File: src/rtl/mem_access_seq.sv
// rtl/mem_access_seq.sv - chip-enable / strobe bus-cycle sequencer with per-target wait states
module mem_access_seq #(
    parameter int DW      = 32,
    parameter int WS_MEM0 = 2,
    parameter int WS_MEM1 = 3,
    parameter int WS_CS   = 1
) (
    input  logic          clk,
    input  logic          rst_n,
    input  logic          req_valid,
    output logic          req_ready,
    input  logic          req_we,
    input  logic [DW-1:0] req_wdata,
    input  logic          memce0,
    input  logic          memce1,
    input  logic          cs,
    input  logic [DW-1:0] bus_rdata,
    output logic          ce0_n,
    output logic          ce1_n,
    output logic          cs_n,
    output logic          oe_n,
    output logic          we_n,
    output logic [DW-1:0] bus_wdata,
    output logic          bus_wdata_oe,
    output logic          rsp_valid,
    output logic [DW-1:0] rsp_rdata,
    output logic          rsp_err
);

    // Wait states are 4-bit; zero (given or after truncation) would leave
    // STROBE with no cycle to exit from, so it is promoted to one.
    localparam logic [3:0] WS0_T = WS_MEM0[3:0];
    localparam logic [3:0] WS1_T = WS_MEM1[3:0];
    localparam logic [3:0] WSC_T = WS_CS[3:0];
    localparam logic [3:0] WS0_C = (WS0_T == 4'd0) ? 4'd1 : WS0_T;
    localparam logic [3:0] WS1_C = (WS1_T == 4'd0) ? 4'd1 : WS1_T;
    localparam logic [3:0] WSC_C = (WSC_T == 4'd0) ? 4'd1 : WSC_T;

    typedef enum logic [2:0] {
        S_IDLE   = 3'd0,
        S_SETUP  = 3'd1,
        S_STROBE = 3'd2,
        S_HOLD   = 3'd3,
        S_ERR    = 3'd4
    } state_t;

    state_t          r_state;
    state_t          w_next;
    logic            r_we;
    logic [DW-1:0]   r_wdata;
    logic [2:0]      r_sel;
    logic [3:0]      r_cnt;
    logic [DW-1:0]   r_rdata;

    logic [2:0]      w_sel_in;
    logic            w_sel_ok;
    logic [3:0]      w_ws_load;
    logic            w_accept;
    logic            w_last_strobe;
    logic            w_ce_act;

    assign w_sel_in      = {cs, memce1, memce0};
    assign w_accept      = req_valid && (r_state == S_IDLE);
    assign w_last_strobe = (r_state == S_STROBE) && (r_cnt <= 4'd1);

    // Decode the one-hot select into a target wait count; anything else is a decode error
    always_comb begin
        w_sel_ok  = 1'b0;
        w_ws_load = 4'd0;
        case (w_sel_in)
            3'b001: begin
                w_sel_ok  = 1'b1;
                w_ws_load = WS0_C;
            end
            3'b010: begin
                w_sel_ok  = 1'b1;
                w_ws_load = WS1_C;
            end
            3'b100: begin
                w_sel_ok  = 1'b1;
                w_ws_load = WSC_C;
            end
            default: begin
                w_sel_ok  = 1'b0;
                w_ws_load = 4'd0;
            end
        endcase
    end

    // State register; async reset drops every strobe the moment rst_n falls
    always_ff @(posedge clk or negedge rst_n) begin
        if (!rst_n) begin
            r_state <= S_IDLE;
        end else begin
            r_state <= w_next;
        end
    end

    // Next-state sequencing through setup, strobe wait states and hold
    always_comb begin
        w_next = r_state;
        case (r_state)
            S_IDLE: begin
                if (req_valid) begin
                    w_next = w_sel_ok ? S_SETUP : S_ERR;
                end
            end
            S_SETUP:  w_next = S_STROBE;
            S_STROBE: begin
                if (w_last_strobe) begin
                    w_next = S_HOLD;
                end
            end
            S_HOLD:   w_next = S_IDLE;
            S_ERR:    w_next = S_IDLE;
            default:  w_next = S_IDLE;
        endcase
    end

    // Request capture at accept, wait-state countdown and read-data sampling
    always_ff @(posedge clk or negedge rst_n) begin
        if (!rst_n) begin
            r_we    <= 1'b0;
            r_wdata <= '0;
            r_sel   <= 3'b000;
            r_cnt   <= 4'd0;
            r_rdata <= '0;
        end else begin
            if (w_accept) begin
                r_we    <= req_we;
                r_wdata <= req_wdata;
                r_sel   <= w_sel_ok ? w_sel_in : 3'b000;
                r_cnt   <= w_ws_load;
            end else if (r_state == S_STROBE) begin
                r_cnt <= (r_cnt == 4'd0) ? 4'd0 : r_cnt - 4'd1;
                if (w_last_strobe && !r_we) begin
                    r_rdata <= bus_rdata;
                end
            end
        end
    end

    // Bus strobes and response are decoded from state so reset clears them without a clock
    always_comb begin
        w_ce_act     = (r_state == S_SETUP) || (r_state == S_STROBE) || (r_state == S_HOLD);
        req_ready    = (r_state == S_IDLE);
        ce0_n        = !(w_ce_act && r_sel[0]);
        ce1_n        = !(w_ce_act && r_sel[1]);
        cs_n         = !(w_ce_act && r_sel[2]);
        oe_n         = !((r_state == S_STROBE) && !r_we);
        we_n         = !((r_state == S_STROBE) && r_we);
        bus_wdata_oe = w_ce_act && r_we;
        bus_wdata    = bus_wdata_oe ? r_wdata : '0;
        rsp_valid    = (r_state == S_HOLD) || (r_state == S_ERR);
        rsp_err      = (r_state == S_ERR);
        rsp_rdata    = (r_state == S_ERR) ? '0 : r_rdata;
    end

endmodule

File: config.mk
export PLATFORM = sky130hd
export DESIGN_NAME = mem_access_seq
export DESIGN_NICKNAME = d
export VERILOG_FILES = /design/src/rtl/mem_access_seq.sv
export SDC_FILE = /design/constraint.sdc
export NUM_CORES = 1
export LEC_CHECK = 0
export ABC_AREA = 1
export CAP_MARGIN = 20
export CORE_ASPECT_RATIO = 1.4
export CORE_MARGIN = 5
export CORE_UTILIZATION = 48
export CTS_BUF_LIST = sky130_fd_sc_hd__clkbuf_4
export DETAILED_ROUTE_END_ITERATION = 16
export HOLD_SLACK_MARGIN = 0.08
export PLACE_DENSITY = 0.95
export SYNTH_ARGS = -nofsm -noshare
export SYNTH_HDL_FRONTEND = slang
export SYNTH_SLANG_ARGS = --single-unit
File: constraint.sdc
create_clock -name clk -period 3.15 [get_ports clk]
set_input_delay 0.4725 -clock clk [delete_from_list [all_inputs] [get_ports clk]]
set_output_delay 0.4725 -clock clk [all_outputs]
set_load 0.005 [all_outputs]
After elaboration in Yosys (flattened, before gate mapping)
Cells that the tools add are included.
{"block": "op_classes", "magnitude_cmp": 1, "n_mux": 12, "eq_ne": 9, "div": 0, "n_addsub": 1, "bitwise": 1, "n_reduce_logical": 24, "multipliers": 0, "shifts": 0}
{"op": "32-bit two-way mux", "n": 2}
{"op": "3-bit two-way mux", "n": 4}
{"op": "4-bit two-way mux", "n": 3}
{"op": "3-bit by 2-bit equality test with 1-bit output, second input constant", "n": 3}
{"op": "1-bit logical AND", "n": 9}
{"op": "3-bit case mux with 3 select lines", "n": 1}
{"op": "3-bit by 1-bit equality test with 1-bit output, second input constant", "n": 2}
{"op": "3-bit equality test, second input constant", "n": 2}
{"op": "1-bit zero test", "n": 6}
{"op": "2-bit case mux with 3 select lines", "n": 1}
{"op": "4-bit by 1-bit <= comparator with 1-bit output, second input constant", "n": 1}
{"op": "4-bit zero test", "n": 1}
{"op": "2-bit != test, second input constant", "n": 2}
{"op": "4-bit by 1-bit subtractor with 4-bit output, second input constant", "n": 1}
{"op": "3-bit zero test", "n": 1}
{"op": "1-bit logical OR", "n": 3}
{"op": "3-bit AND reduction", "n": 1}
{"op": "3-bit OR reduction", "n": 1}
{"op": "2-bit AND reduction", "n": 1}
{"op": "2-bit nonzero test", "n": 1}
{"op": "1-bit two-way mux", "n": 1}
{"op": "1-bit inverter", "n": 1}
{"block": "totals", "latchBits": 0, "romBits": 0, "ram_bits": 0, "word_cells": 54, "output_inout_bits": 73, "input_bits": 71, "mem_count": 0, "register_bits": 75}

Logic depth before layout (Yosys ltp)
{"block": "logic_depth", "depth_word": 6, "ltp_mapped": 8, "depth_no_buf": 8}

Worst setup path before layout
OpenSTA, ideal clock, no wires.
{"block": "synth_timing", "path_kind": "register to output", "start": "register r_state[1]", "end": "output port bus_wdata[22]", "arrival_ps": 1031, "required_time_ps": 2677, "stages_incl_launch_ff": 6, "setup_slack_ps": 1646, "path_buffers": 1, "cell_sequence": "dfrtp_1 nor2_4 nor2_2 nand2_1 buf_2 nor2_1"}
{"block": "synth_via", "elab_chain_len": 5, "elab_cells_between_ends": 7, "cone_classes": "eq/ne: 3; mux: 1; reduce/logical: 3"}
{"element": "start, declared", "line_no": "47", "rtl": "state_t r_state;"}
{"element": "start signal, assigned", "line_no": "95", "rtl": "r_state <= w_next;"}
{"element": "3-bit by 1-bit equality test with 1-bit output or 3-bit by 2-bit equality test with 1-bit output (tied branches)", "line_no": "145", "rtl": "w_ce_act = (r_state == S_SETUP) || (r_state == S_STROBE) || (r_state == S_HOLD);"}
{"element": "1-bit logical OR", "line_no": "145"}
{"element": "1-bit logical OR *", "line_no": "145"}
{"element": "1-bit logical AND *", "line_no": "152", "rtl": "bus_wdata_oe = w_ce_act && r_we;"}
{"element": "32-bit two-way mux *", "line_no": "153", "rtl": "bus_wdata = bus_wdata_oe ? r_wdata : '0;"}
{"element": "end, declared", "line_no": "23", "rtl": "output logic [DW-1:0] bus_wdata,"}
Mark *: on every way between the ends. The rest lies on a longest branch, timed or not.

Worst setup path in the final report
{"block": "layout_timing", "start": "register r_state[1]", "end": "output port bus_wdata[6]"}
The elaborated chain is that of the path after synthesis.

==> metrics.txt <==
# TYPE chip_impl_metric gauge
chip_impl_metric{name="critical_path_arrival",unit="ps"} 2220
chip_impl_metric{name="syn_area_per_cell",unit="sq um"} 7.65
chip_impl_metric{name="power.clock.fraction",unit="%"} 12.4
chip_impl_metric{name="synth_nets",unit=""} 534
chip_impl_metric{name="fillerInstances",unit=""} 573
chip_impl_metric{name="clock_insertion_delay_worst_skew",unit="ps"} 410
chip_impl_metric{name="slew_viol_final",unit=""} 0
chip_impl_metric{name="io_pins",unit=""} 144
chip_impl_metric{name="r2r_setup_slack",unit="ps"} 840
chip_impl_metric{name="net_sw_share",unit="%"} 37.7
chip_impl_metric{name="clk_pin_slew_worst_paths",unit="ps"} 100
chip_impl_metric{name="period_share",unit="%"} 85.4
chip_impl_metric{name="hold_violations",unit=""} 0
chip_impl_info{name="tritoncts",value="built"} 1
chip_impl_metric{name="power_switching",unit="mW"} 1.67
chip_impl_metric{name="antenna-diode-count",unit=""} 0
chip_impl_metric{name="post-cts-setup-buffers",unit=""} 0
chip_impl_metric{name="fp.dieW",unit="um"} 82.6
chip_impl_metric{name="yosys_warnings",unit=""} 0
chip_impl_metric{name="mapped_cell_area",unit="sq mm"} 0.00354
chip_impl_metric{name="cts-buffers-inserted",unit=""} 9
chip_impl_metric{name="dr_total_vias",unit=""} 3306
chip_impl_metric{name="cts_max_path_buffers",unit=""} 2
chip_impl_metric{name="max_freq",unit="GHz"} 0.372
chip_impl_info{name="crit_path_start_kind",value="register"} 1
chip_impl_metric{name="drtAntennaViolNets",unit=""} 0
chip_impl_info{name="outcome",value="completed"} 1
chip_impl_metric{name="gate_count_post_synth",unit=""} 463
chip_impl_metric{name="weighted_congestion_reported_at_the_end_of_routability_driven_placement",unit=""} 0.792
chip_impl_metric{name="total_internal_power",unit="mW"} 2.76
chip_impl_metric{name="synthToLayoutAreaGrowth",unit="%"} 44.4
chip_impl_metric{name="final_nets",unit=""} 669
chip_impl_metric{name="route.detailed.wl_per_inst",unit="um"} 12.9
chip_impl_metric{name="drt-vias-per-instance",unit=""} 4.73
chip_impl_metric{name="drtPass1Iterations",unit=""} 4
chip_impl_metric{name="drc_violation_total_after_the_first_tritonroute_iteration",unit=""} 134
chip_impl_metric{name="timing.setup.tns",unit="ps"} 0
chip_impl_metric{name="utilization",unit="%"} 70.3
chip_impl_metric{name="grt_pass1_wl",unit="um"} 15200
chip_impl_metric{name="ys_types",unit=""} 21
chip_impl_metric{name="grtUsageTotal",unit="%"} 21.0
chip_impl_metric{name="irDropWorstVdd",unit="mV"} 0.429
chip_impl_metric{name="ff2ff_path_depth",unit=""} 6
chip_impl_metric{name="grt_overflow_total",unit=""} 0
chip_impl_metric{name="number_of_placement_rows",unit=""} 37
chip_impl_metric{name="hold_buffers",unit=""} 0
chip_impl_metric{name="antenna_found_initial",unit=""} 0
chip_impl_metric{name="start_util",unit="%"} 48.7
chip_impl_metric{name="grt_start_max_net_pins",unit=""} 76
chip_impl_metric{name="post_route_cells_drive_above_1_share",unit="%"} 4.32
chip_impl_info{name="crit_type",value="register to primary output"} 1
chip_impl_metric{name="post-route-min-period",unit="ps"} 2690
chip_impl_metric{name="finalClockSkew",unit="ps"} 7.52
chip_impl_metric{name="core_area",unit="sq mm"} 0.00727
chip_impl_metric{name="yosys_register_bits",unit=""} 75
chip_impl_metric{name="worstPathRequired",unit="ps"} 2680
chip_impl_info{name="setup_repair_after_global_routing_missed_its_margin",value="no"} 1
chip_impl_info{name="worst_setup_path_end_kind",value="primary output"} 1
chip_impl_info{name="final_cell_mix",value="clkdlybuf4s50_1 (142), nand2_1 (126), inv_1 (76)"} 1
chip_impl_metric{name="static-leakage-power",unit="nW"} 2.51
chip_impl_metric{name="maxSlewHeadroom",unit="%"} 39.8
chip_impl_metric{name="first_global_vias",unit=""} 3445
chip_impl_metric{name="power.share.combinational",unit="%"} 50.9
chip_impl_metric{name="die-area",unit="sq mm"} 0.00922
chip_impl_metric{name="synth_sequential_area_ratio",unit="%"} 53.0
chip_impl_metric{name="p_per_area",unit="mW/mm^2"} 868
chip_impl_metric{name="htreeDepth",unit=""} 3
chip_impl_metric{name="wire_length_after_detailed_routing",unit="um"} 9040
chip_impl_metric{name="critical_path_peak_fanout",unit=""} 33
chip_impl_metric{name="timing.final.setup_violations",unit=""} 0
chip_impl_metric{name="tritoncts_num_sinks",unit=""} 75
chip_impl_info{name="cts_root_buffer",value="clkbuf_4"} 1
chip_impl_metric{name="ctsResizeCount",unit=""} 0
chip_impl_metric{name="timing.max_cap.violations",unit=""} 0
chip_impl_metric{name="share_seq_of_total_power",unit="%"} 36.7
chip_impl_info{name="final_common_cell",value="clkdlybuf4s50_1"} 1
chip_impl_info{name="worstHoldPathType",value="primary input to async pin"} 1
chip_impl_metric{name="place.detailed.hpwl",unit="um"} 6840
chip_impl_metric{name="tightest_slew",unit="ps"} 903
chip_impl_metric{name="place.port_buffers",unit=""} 143
chip_impl_metric{name="die_h",unit="um"} 112
chip_impl_metric{name="drc",unit=""} 0
[synth_stat cells, drive strengths merged]
cell type / n / area (sq um)
a31oi: 1 / 6.26
o21ai: 39 / 195
nor3: 2 / 15.0
clkinv: 1 / 3.75
nand2: 128 / 485
nand3b: 1 / 7.51
inv: 77 / 289
nor2: 75 / 302
clkbuf: 4 / 15.0
buf: 19 / 139
nand3: 40 / 200
a21oi: 1 / 5.00
dfrtp: 75 / 1880
[per-layer routing]
metal  GRT usage (%)  wire length (um)
met1            25.6              3570
met2            34.2              4470
met5               0                 0
met4            9.71               243
met3            5.26               761
[kinds of logic after synthesis]
logic type,Yosys count,synth area share (%)
compound gates,41,5.83
buf+inv,101,12.6
flops,75,53.0
simple gates,246,28.5
[through the flow]
stage | cells | hold WS [ps] | power, mW | area [sq um] | setup WS, ps
3_5_place_dp | 684 | 460 | 3.93 | 4980 | 862
3_3_place_gp | 684 | 453 | 3.80 | 4980 | 945
2_1_floorplan | 463 | 177 | 2.85 | 3540 | 1650
4_1_cts | 699 | 189 | 4.49 | 5110 | 415
6_report | 699 | 163 | 4.44 | 5110 | 460
5_1_grt | 699 | 240 | 4.86 | 5110 | 313
[area by class of cell]
type / instances / area, sq um / area share, %
sequential: 75 / 1880 / 36.7
timing repair buffer: 147 / 1470 / 28.8
multi-input combinational: 287 / 1220 / 23.9
inverter: 78 / 293 / 5.73
tap: 97 / 121 / 2.38
clock buffer: 11 / 82.6 / 1.62
clock inverter: 4 / 42.5 / 0.833
[registers in the layout (all words and copies together), names as in the netlist]
| name | cells |
|---|---|
| r_cnt | 4 |
| r_rdata | 32 |
| r_sel | 3 |
| r_state | 3 |
| r_wdata | 32 |
| r_we | 1 |
[power by group through the flow]
stage / sequential (mW) / combinational [mW] / clock [mW]
after floorplan: 1.58 / 1.27 / 0
after global placement: 1.61 / 2.18 / 0
after detailed placement: 1.65 / 2.28 / 0
after CTS: 1.63 / 2.29 / 0.568
after global routing: 1.68 / 2.57 / 0.609
final: 1.63 / 2.26 / 0.548
[worst paths after layout]
| check | end | start |
|---|---|---|
| max in group asynchronous | r_wdata[9] | rst_n |
| max | bus_wdata[6] | r_state[1] |
| min in group clk | r_rdata[12] | r_rdata[12] |
| max reg2reg | r_rdata[21] | r_state[0] |
| min reg2reg | r_rdata[12] | r_rdata[12] |
| min | r_rdata[8] | rst_n |
[worst max-delay path, cell delays in order (launching register included)]
cell	delay [ps]
dfrtp_1	540
nor2_4	70
nor2_2	180
nand2_1	70
buf_4	240
nor2_1	170
clkdlybuf4s50_1	530
No activity file was read; power rests on OpenSTA's default activity.
